[src/rtl/nx_mesh_egress.sv]
// ============================================================================
// nx_mesh_egress : egress FIFO from a mesh edge node to the host, with
//                  occupancy/accept counters and a host-stall detector.
// Revision 1.0
// ============================================================================
`default_nettype none

module nx_mesh_egress #(
  parameter int STREAM_WIDTH = 32,
  parameter int DEPTH        = 4,
  parameter int STALL_LIMIT  = 255
) (
  input  logic                      clk_i,
  input  logic                      rst_i,
  input  logic                      flush_i,
  output logic                      present_o,
  input  logic [STREAM_WIDTH-1:0]   ib_data_i,
  input  logic                      ib_valid_i,
  output logic                      ib_ready_o,
  output logic [STREAM_WIDTH-1:0]   host_data_o,
  output logic                      host_valid_o,
  input  logic                      host_ready_i,
  output logic [$clog2(DEPTH):0]    level_o,
  output logic [31:0]               count_o,
  output logic                      stall_o,
  output logic                      idle_o
);

  localparam int AW = $clog2(DEPTH);
  localparam int LW = $clog2(DEPTH) + 1;
  localparam int SW = $clog2(STALL_LIMIT + 1);

  localparam logic [LW-1:0] FULL_LVL  = LW'(DEPTH);
  localparam logic [SW-1:0] LIMIT_CNT = SW'(STALL_LIMIT);

  typedef enum logic [0:0] {
    ST_RUN     = 1'b0,
    ST_STALLED = 1'b1
  } state_t;

  logic [STREAM_WIDTH-1:0] mem_q [DEPTH];

  logic [AW-1:0] wptr_q,      wptr_d;
  logic [AW-1:0] rptr_q,      rptr_d;
  logic [LW-1:0] level_q,     level_d;
  logic [31:0]   count_q,     count_d;
  logic [SW-1:0] stall_cnt_q, stall_cnt_d;
  state_t        state_q,     state_d;
  logic          present_q;

  logic push;
  logic pop;

  // present_q doubles as an "out of reset" qualifier so ready stays low in reset.
  assign ib_ready_o   = present_q && (level_q != FULL_LVL) && !flush_i;
  assign host_valid_o = (level_q != '0);
  assign host_data_o  = mem_q[rptr_q];

  assign push = ib_valid_i && ib_ready_o;
  assign pop  = host_valid_o && host_ready_i && !flush_i;

  assign present_o = present_q;
  assign level_o   = level_q;
  assign count_o   = count_q;
  assign stall_o   = (state_q == ST_STALLED);
  assign idle_o    = (level_q == '0) && !ib_valid_i;

  // Storage carries no reset: contents are meaningless once level is zero.
  always_ff @(posedge clk_i) begin
    if (push) begin
      mem_q[wptr_q] <= ib_data_i;
    end
  end

  always_comb begin
    wptr_d  = wptr_q;
    rptr_d  = rptr_q;
    level_d = level_q;
    count_d = count_q;
    if (flush_i) begin
      wptr_d  = '0;
      rptr_d  = '0;
      level_d = '0;
    end else begin
      if (push) begin
        wptr_d  = wptr_q + AW'(1);
        count_d = count_q + 32'd1;
      end
      if (pop) begin
        rptr_d = rptr_q + AW'(1);
      end
      case ({push, pop})
        2'b10:   level_d = level_q + LW'(1);
        2'b01:   level_d = level_q - LW'(1);
        default: level_d = level_q;
      endcase
    end
  end

  always_comb begin
    state_d     = state_q;
    stall_cnt_d = stall_cnt_q;
    if (flush_i || pop || !host_valid_o) begin
      stall_cnt_d = '0;
    end else if (stall_cnt_q != LIMIT_CNT) begin
      stall_cnt_d = stall_cnt_q + SW'(1);
    end

    // Entering STALLED on the same edge the counter hits the limit means
    // stall_o rises after exactly STALL_LIMIT stalled cycles.
    case (state_q)
      ST_RUN: begin
        if (!flush_i && (stall_cnt_d == LIMIT_CNT)) begin
          state_d = ST_STALLED;
        end
      end
      ST_STALLED: begin
        if (flush_i || pop) begin
          state_d = ST_RUN;
        end
      end
      default: state_d = ST_RUN;
    endcase
  end

  always_ff @(posedge clk_i or negedge rst_i) begin
    if (!rst_i) begin
      wptr_q      <= '0;
      rptr_q      <= '0;
      level_q     <= '0;
      count_q     <= '0;
      stall_cnt_q <= '0;
      state_q     <= ST_RUN;
      present_q   <= 1'b0;
    end else begin
      wptr_q      <= wptr_d;
      rptr_q      <= rptr_d;
      level_q     <= level_d;
      count_q     <= count_d;
      stall_cnt_q <= stall_cnt_d;
      state_q     <= state_d;
      present_q   <= 1'b1;
    end
  end

endmodule

`default_nettype wire

[config.mk]
export PLATFORM = sky130hd
export DESIGN_NAME = nx_mesh_egress
export DESIGN_NICKNAME = d
export VERILOG_FILES = /design/src/rtl/nx_mesh_egress.sv
export SDC_FILE = /design/constraint.sdc
export NUM_CORES = 1
export LEC_CHECK = 0
export ABC_AREA = 1
export CAP_MARGIN = 20
export CELL_PAD_IN_SITES_DETAIL_PLACEMENT = 0
export CELL_PAD_IN_SITES_GLOBAL_PLACEMENT = 2
export CORE_MARGIN = 2
export CORE_UTILIZATION = 30
export CTS_CLUSTER_SIZE = 25
export DETAILED_ROUTE_END_ITERATION = 16
export GPL_ROUTABILITY_DRIVEN = 0
export PLACE_DENSITY = 0.78
export SETUP_SLACK_MARGIN = 0.3
export SYNTH_ARGS = -nofsm -noshare
export SYNTH_HDL_FRONTEND = slang
export SYNTH_SLANG_ARGS = --single-unit
[constraint.sdc]
create_clock -name clk_i -period 2.7 [get_ports clk_i]
set_input_delay 0.27 -clock clk_i [delete_from_list [all_inputs] [get_ports clk_i]]
set_output_delay 0.27 -clock clk_i [all_outputs]
set_load 0.02 [all_outputs]
Yosys cells after proc, flatten, opt, wreduce, memory -nomap -nowiden
Memory sizes are Yosys's and may differ from the RTL's.
Index checks and enable logic that the tools add are counted.
{"block": "totals", "memories": 1, "register_bits": 49, "word_cells": 52, "output_inout_bits": 72, "mem_bits_rw": 128}
{"block": "op_classes", "bitwise_logic": 2, "mux": 13, "n_addsub": 6, "n_reduce_logical": 18, "n_eq_ne": 5}
{"memory": "mem_q", "depth": 4, "width": 32, "rd": 1, "rd_clocked_by_memory_dff": 0, "write_ports": 1, "line_no": "41", "rtl": "logic [STREAM_WIDTH-1:0] mem_q [DEPTH];"}
{"op": "adder 32 x 1 -> 32 bit, second input constant", "count": 1}
{"op": "2-to-1 mux 8 bit", "count": 2}
{"op": "adder 8 x 1 -> 8 bit, second input constant", "count": 1}
{"op": "== test 8 bit, second input constant", "count": 1}
{"op": "2-to-1 mux 2 bit", "count": 4}
{"op": "inequality test 8 bit, second input constant", "count": 1}
{"op": "logical AND 1 bit", "count": 7}
{"op": "case mux 3 bit (2 select lines)", "count": 1}
{"op": "nonzero test 3 bit", "count": 2}
{"op": "adder 2 x 1 -> 2 bit, second input constant", "count": 2}
{"op": "2-to-1 mux 1 bit", "count": 4}
{"op": "nonzero test 2 bit", "count": 2}
{"op": "adder 3 x 1 -> 3 bit, second input constant", "count": 1}
{"op": "zero test 1 bit", "count": 3}
{"op": "zero test 3 bit", "count": 1}
{"op": "2-to-1 mux 3 bit", "count": 1}
{"op": "inequality test 3 bit, second input constant", "count": 1}
{"op": "subtractor 3 x 1 -> 3 bit, second input constant", "count": 1}
{"op": "== test 2 x 1 -> 1 bit, second input constant", "count": 1}
{"op": "== test 2 bit, second input constant", "count": 1}
{"op": "logical OR 1 bit", "count": 2}
{"op": "inverter 1 bit", "count": 2}
{"op": "case mux 1 bit (2 select lines)", "count": 1}
{"op": "AND reduction 2 bit", "count": 1}

Longest topological paths before layout
Gate-level depths: netlist (run 1).
{"block": "logic_depth", "word_depth": 10, "mapped_depth": 11, "ltp_nobuf": 11}

Worst setup path before layout (run 1)
OpenSTA, ideal clock, no wires.
{"block": "synth_timing", "kind": "reg2reg", "from": "register level_q[0], in the netlist level_o[0]", "to": "memory mem_q[0][0] (enable)", "setup_slack_ns": -0.231, "setup_time_ns": 0.421, "required_ns": 2.279, "n_path_buf": 2, "period_less_slack_ns": 2.931, "path_stages_with_launch": 7, "arrival_time_ns": 2.510, "cell_sequence": "dfrtp_1 -> nor2_1 -> nand2_1 -> nand4_2 -> buf_6 -> buf_2 -> nor2_1"}
{"block": "synth_via", "elab_chain_cells": 6}
{"item": "from (decl)", "line_no": "45", "rtl": "logic [LW-1:0] level_q, level_d;"}
{"item": "from (signal assigned)", "line_no": "138", "rtl": "level_q <= level_d;"}
{"item": "inequality test 3 bit", "line_no": "55", "rtl": "assign ib_ready_o = present_q && (level_q != FULL_LVL) && !flush_i;"}
{"item": "logical AND 1 bit (2 in series)", "line_no": "55"}
{"item": "logical AND 1 bit", "line_no": "59", "rtl": "assign push = ib_valid_i && ib_ready_o;"}
{"item": "2-to-1 mux 1 bit", "line_no": "70", "rtl": "if (push) begin"}
{"item": "2-to-1 mux 1 bit (implied by the code)", "line_no": "71", "rtl": "mem_q[wptr_q] <= ib_data_i;"}
{"item": "to (decl)", "line_no": "41"}
Every way passes these cells.

Worst setup path in the final report (run 1)
{"block": "layout_timing", "from": "register rptr_q[1]", "to": "output host_data_o[13]"}
{"block": "layout_via", "elab_chain_cells": 1}
{"item": "from (decl)", "line_no": "44", "rtl": "logic [AW-1:0] rptr_q, rptr_d;"}
{"item": "from (signal assigned)", "line_no": "137", "rtl": "rptr_q <= rptr_d;"}
{"item": "memory read (4 x 32 bit)"}
{"item": "to (decl)", "line_no": "20", "rtl": "output logic [STREAM_WIDTH-1:0] host_data_o,"}
Every way passes these cells.

==> impl_metrics.toml, run 1 <==
[outcome]
status = "completed"

[sta]
slew-limit-headroom = 0.635
finalClockSkew_ns = 0.00830
rsz0062_at_grt = "yes"
period_share = 0.864
tightest_slew_ns = 0.543
fin_crit_ns = 2.33
hold_violations = 0
finalSetupViolCount = 0
fmax_mhz = 429
fin_ws_ns = 0.368
drv_slew = 0

[critical_path]
cpPeakStageDelay_ns = 0.65
cp_slowest_cell = "clkdlybuf4s50_1"
cp_max_fo = 34
critPathKind = "reg2out"
crit_start = "rptr_q[1]"
crit_path_start_kind = "flop"
cp-end-kind = "output pin"
arrival_ns = 2.06
required_ns = 2.43
crit-reg2reg-launch = "level_o[0]"
crit_chain = "buf_6 -> o21ai_0 -> o22ai_1 -> clkdlybuf4s50_1"

[placed_design]
placed_cells_incl_taps = 1158
dpl_worst_slack_ns = 0.512
post_dp_cell_area_sq_um = 9360
portBuffers = 108
dpl.hpwl_mm = 12.3

[global_routing]
grt_pass1_wl_mm = 29.4
met2_usage = 0.250
grtUsageMet1 = 0.178
antenna_found_initial = 0
grt.overflow.total = 0
top_usage_layer = "met2"
grt_pass1_vias = 5545
grt_max_degree = 49
grt_usage = 0.144
met3_usage = 0.0364

[synthesis]
ys_ff_latch = 177
netlist_instances = 732
yosysSeqAreaShare = 0.653
syn-num-nets = 776
synth_top_family_by_area = "simple AND/OR/NAND/NOR gates"
synthDistinctLibCells = 37
yosys.area_share.simple = 0.193
synthMuxAreaShare = 0
synth-compound-area-share = 0.0819
synth_xor_area_frac = 0.0203
syn_area_sq_um = 7760
synth_warnings = 0
avgSynthCellArea_sq_um = 10.6
synthAdderAreaFrac = 0.0122

[power_and_ir_drop]
vdd.ir_drop.worst_mv = 0.360
total_power_w = 0.00777
powerDensity_nw_per_um2 = 781
leakage_nw = 3.79

[routing]
vias = 5434
drt_first_pass_iters = 4
antenna_left = 0
wire_per_inst_microns = 15.7
drc_errors = 0
first_iter_violations = 339
vias_per_cell = 4.56
wirelength_mm = 18.7

[final_layout]
area_growth_pct = 28.1
instances_no_fill = 1191
nets = 892
antenna_cells = 0
drive_gt1_frac = 0.0987
stdcell_area_sq_um = 9950

[clock_network]
htree_num_levels = 4
clock_latency_ns = 0.42
clk_pin_slew_worst_paths_ns = 0.07
max-clock-path-buffers = 2
cts.sinks = 177
cts_tree = "yes"
cts_root_buf = "clkbuf_16"
post-cts-setup-buffers = 0
cts-buffers-inserted = 17

[floorplan]
ioPinCount = 109
start_util = 0.307
dieHeight_microns = 165
die_x_microns = 165
row_count = 58
design.die.area_sq_um = 27200
core_area_sq_um = 25300

[worst_hold_path]
holdCritPathClass = "in2async"

[job]
max_cap_violations = 0
-- routing by layer --
metal / vias up / part of all wire / wire (microns)
met5: - / 0 / 0
met1: 2588 / 0.45 / 8330
met2: 109 / 0.50 / 9310
met4: 0 / 0.011 / 207
li1: 2720 / - / -
met3: 17 / 0.044 / 821
-- power by group --
| part | switching (W) | leakage (nW) | internal, W | total [W] |
|---|---|---|---|---|
| clock network | 0.00117 | 0.284 | 0.00125 | 0.00242 |
| logic | 0.00125 | 1.70 | 0.000800 | 0.00205 |
| registers | 0.000216 | 1.81 | 0.00308 | 0.00330 |
-- Yosys cell counts --
cell type  instances  area [sq um]
a21boi_0           1          7.51
a21oi_1            5          25.0
a21oi_2            2          17.5
and2_1             1          6.26
buf_2              8          40.0
buf_6              1          11.3
clkbuf_1          15          56.3
clkinv_4           1          8.76
conb_1             1          3.75
dfrtp_1           49          1230
edfxtp_1         128          3840
fa_1               1          20.0
ha_1               6          75.1
inv_1             45           169
inv_2              6          22.5
nand2_1          150           563
nand2_2            4          25.0
nand2_4            2          22.5
nand3_1           20           100
nand3_2            4          40.0
nand3b_1           5          37.5
nand3b_4           1          20.0
nand4_1            5          31.3
nand4_2            1          12.5
nor2_1           120           450
nor2_2             5          31.3
nor2_4             5          56.3
nor2_8             1          20.0
nor3_1             9          45.0
nor3_2             1          10.0
nor3_4             1          16.3
nor3b_1            1          7.51
o21ai_0           67           335
o21ai_1           10          50.1
o22ai_1           32           200
xnor2_1            5          43.8
xor2_1            13           114
-- cell families after synthesis --
logic type | after synthesis
simple gates | 336
flops | 177
compound gates | 117
buf+inv | 76
xor+xnor | 18
fa+ha+maj | 7
other cells | 1
-- placed cells by master (no fill, tap or decap), types with 6 or more instances in the layout --
cell and n:
o21ai_1 10, dlygate4sd2_1 28, nand3_1 20, nor3_1 9, inv_2 7, inv_1 43, ha_1 6, clkdlybuf4s50_1 76
nor2_4 9, edfxtp_1 128, o22ai_1 32, xor2_1 13, dfrtp_1 48, nor2_1 116, buf_12 8, nand2_1 150
o21ai_0 67, clkbuf_16 17
-- per-stage QoR --
step | setup TNS (ns) | utilization | hold slack [ns]
3_3_place_gp | 0 | 0.369 | 0.248
6_report | 0 | 0.393 | 0.315
3_5_place_dp | 0 | 0.369 | 0.247
4_1_cts | 0 | 0.392 | 0.311
2_1_floorplan | -29.59 | - | -0.0256
5_1_grt | 0 | 0.393 | 0.340
-- state kept, by name (all words and copies together), names as in the netlist --
signal,count
count_o,32
level_o,3
mem_q,128
present_o,1
rptr_q,2
stall_cnt_q,8
stall_o,1
wptr_q,2
-- timing repair --
| action | CTS | global route |
|---|---|---|
| hold buffers | 1 | 0 |
| endpoints found under the setup margin | 32 | 4 |
| endpoints found under the hold margin | 17 | 0 |
| resized for setup | 33 | 4 |
-- area by class of cell --
class,count,area [sq um]
Sequential cell,177,5070
Clock inverter,14,164
Clock buffer,18,429
Fill cell,2481,15400
Tap cell,330,413
Timing Repair Buffer,121,1250
Multi-Input combinational cell,479,2420
Inverter,52,203
-- worst max-delay path, delay by kind of cell (launching register included) --
kind                   cells  cell delay [ns]
AO/OA/AOI/OAI              2             0.33
flip-flops                 1             0.37
buffers and inverters      2             0.93
-- final timing paths --
check	endpoint	slack (ns)	cells past startpoint
worst max-delay path	host_data_o[13]	0.37	4
worst min register to register	count_o[6]	0.54	1
worst max register to register	level_o[2]	0.65	11
worst min-delay path	stall_cnt_q[1]	0.31	2
min in group clk_i	mem_q[3][21]	0.48	1
max in group asynchronous	count_o[6]	1.56	3
No activity file was read; power rests on OpenSTA's default activity.
==> run 2: changes to the inputs <==
Settings changed: CAP_MARGIN 20 to unset.
==> results of run 2 <==
The final DEF is identical to that of run 1; final timing and power are the same.
==> run 3: changes to the inputs <==
Settings changed: ABC_AREA 1 to unset, GPL_TIMING_DRIVEN set to 0, PLACE_DENSITY 0.78 to 0.72.
==> impl_metrics.toml, run 3 <==
[synthesis]
yosysMostFrequentCell = "edfxtp_1"
synthDistinctLibCells = 48
synth_warnings = 0
synthFlopType = "edfxtp_1"
avgSynthCellArea_sq_um = 17.4
syn_area_sq_um = 7150
yosysTopAreaCell = "edfxtp_1"
async_flop_share = 0.277
yosysSeqAreaShare = 0.709
syn-num-nets = 454
synthTopCellsByArea = "edfxtp_1 (54%), dfrtp_1 (17%), mux4_2 (10%), xnor2_1 (3.6%), xor2_1 (1.3%)"
synth-edff-count = 128
synth_top_area_frac = 0.537
synth_commonest_cells = "edfxtp_1 (128), dfrtp_1 (49), mux4_2 (32)"
netlist_instances = 410
ys_ff_latch = 177

[routing]
antenna_left = 0
vias = 3940
first_iter_violations = 161
vias_per_cell = 4.52
wire_per_inst_microns = 16.7
drc_errors = 0
wirelength_mm = 14.5
drt_first_pass_iters = 4

[sta]
rsz0062_at_grt = "no"
hold_violations = 0
fmax_mhz = 430
finalClockSkew_ns = 0.0119
drv_slew = 0
period_share = 0.861
fin_setup_tns_ns = 0
finalSetupViolCount = 0
tightest_slew_ns = 0.935
fin_crit_ns = 2.33
slew-limit-headroom = 0.377

[critical_path]
cp-end-kind = "output pin"
rr_endpoint = "level_o[2]"
reg2reg_slack_ns = 0.43
crit-reg2reg-launch = "level_o[2]"
arrival_ns = 2.06
crit_path_start_kind = "flop"
critPathKind = "reg2out"
required_ns = 2.43
crit_end = "ib_ready_o"
rr_worst_depth = 9
cp_max_fo = 6
crit_start = "level_o[0]"

[floorplan]
row_count = 56
core_area_sq_um = 23500
start_util = 0.305
design.die.area_sq_um = 25100
dieHeight_microns = 158
ioPinCount = 109
die_x_microns = 158

[clock_network]
clock_latency_ns = 0.42
cts_root_buf = "clkbuf_16"
max-clock-path-buffers = 2
cts_tree = "yes"
htree_num_levels = 4
clk_pin_slew_worst_paths_ns = 0.07
cts-buffers-inserted = 17
cts.sinks = 177

[power_and_ir_drop]
powerDensity_nw_per_um2 = 770
vdd.ir_drop.worst_mv = 0.518
leakage_nw = 3.28
total_power_w = 0.00715

[final_layout]
area_growth_pct = 29.8
layout_common_cells = "edfxtp_1 (128), clkdlybuf4s50_1 (77), dfrtp_1 (47)"
drive_gt1_frac = 0.184
antenna_cells = 0
final_util = 0.396
final_common_cell = "edfxtp_1"
fillers = 2153
max_flop_register = "mem_q"
largest_register_ffs = 128
nets = 584

[job]
max_cap_violations = 0

[global_routing]
grt_max_degree = 33
grt_usage = 0.119
grt_pass1_wl_mm = 22.8
grt.overflow.total = 0
grt_pass1_vias = 4232
antenna_found_initial = 0

[placed_design]
dpl.hpwl_mm = 9.44
portBuffers = 108

[outcome]
status = "completed"

[worst_hold_path]
holdCritPathClass = "in2async"
==> run 3: cell types whose count changed after synthesis, sizes merged, moves of 24 or more <==
cell / delta
nand2: -134
nor2: -107
o21ai: -75
inv: -46
mux4: +32
o22ai: -32
xnor2: +24
==> run 3: cell type report <==
cell class                      count  area, sq um  area share
Tap cell                          319          399      0.0430
Inverter                            5         18.8     0.00202
Buffer                             17          144      0.0155
Clock buffer                       17          425      0.0458
Sequential cell                   177         5070       0.546
Timing Repair Buffer              111         1080       0.116
Multi-Input combinational cell    211         1990       0.215
Clock inverter                     15          156      0.0168
==> run 3: worst min path at each step <==
stage                start           to  slack, ns  cells past startpoint
2_1_floorplan        rst_i   count_o[0]      -0.03                      0
3_3_place_gp   count_o[31]  count_o[31]       0.46                      1
3_5_place_dp         rst_i  count_o[14]       0.26                      1
4_1_cts              rst_i  count_o[13]       0.34                      2
5_1_grt              rst_i  count_o[16]       0.38                      2
6_report             rst_i  count_o[16]       0.35                      2
==> run 3: report_power, final <==
| part | switching (W) | leakage, nW | internal (W) | total (W) |
|---|---|---|---|---|
| Sequential | 0.0000996 | 1.82 | 0.00304 | 0.00314 |
| Clock | 0.00115 | 0.286 | 0.00124 | 0.00239 |
| Combinational | 0.000835 | 1.18 | 0.000787 | 0.00162 |
==> run 3: cells by family after synthesis <==
group                      after synthesis  share of synthesized area
muxes                                   34                      0.104
AOI/OAI and AO/OA                       18                     0.0189
other                                    1                   0.000524
xor gates and xnor gates                40                     0.0490
and+or+nand+nor                        111                     0.0901
adders and majority gates                7                     0.0133
buffers and inverters                   22                     0.0157
DFF                                    177                      0.709
==> run 3: layer usage <==
metal / global-route usage / part of all wire / up-vias
met3: 0.0367 / 0.054 / 9
met2: 0.199 / 0.48 / 90
met5: 0 / 0 / -
li1: - / - / 1833
met1: 0.152 / 0.46 / 2008
met4: 0.0309 / 0.0077 / 0
==> run 3: metrics by stage <==
step	hold WS, ns	cells	cell area [sq um]	setup slack [ns]
global placement	0.462	837	8640	-0.185
CTS	0.338	872	9260	0.311
detailed placement	0.264	838	8650	-0.124
finish	0.350	872	9290	0.374
global route	0.382	872	9290	0.303
floorplan	-0.0256	410	7160	0.342
==> run 3: repair_timing <==
item / CTS / global route
hold endpoints to repair: 19 / 0
hold buffers: 1 / 0
resized for setup: 49 / 8
setup buffers: 1 / 0
setup endpoints to repair: 162 / 149
==> run 3: worst max-delay path, stage by stage (launching register included) <==
cell             delay, ns
dfrtp_2               0.48
or3b_4                0.45
and2_1                0.18
clkdlybuf4s50_1       0.53
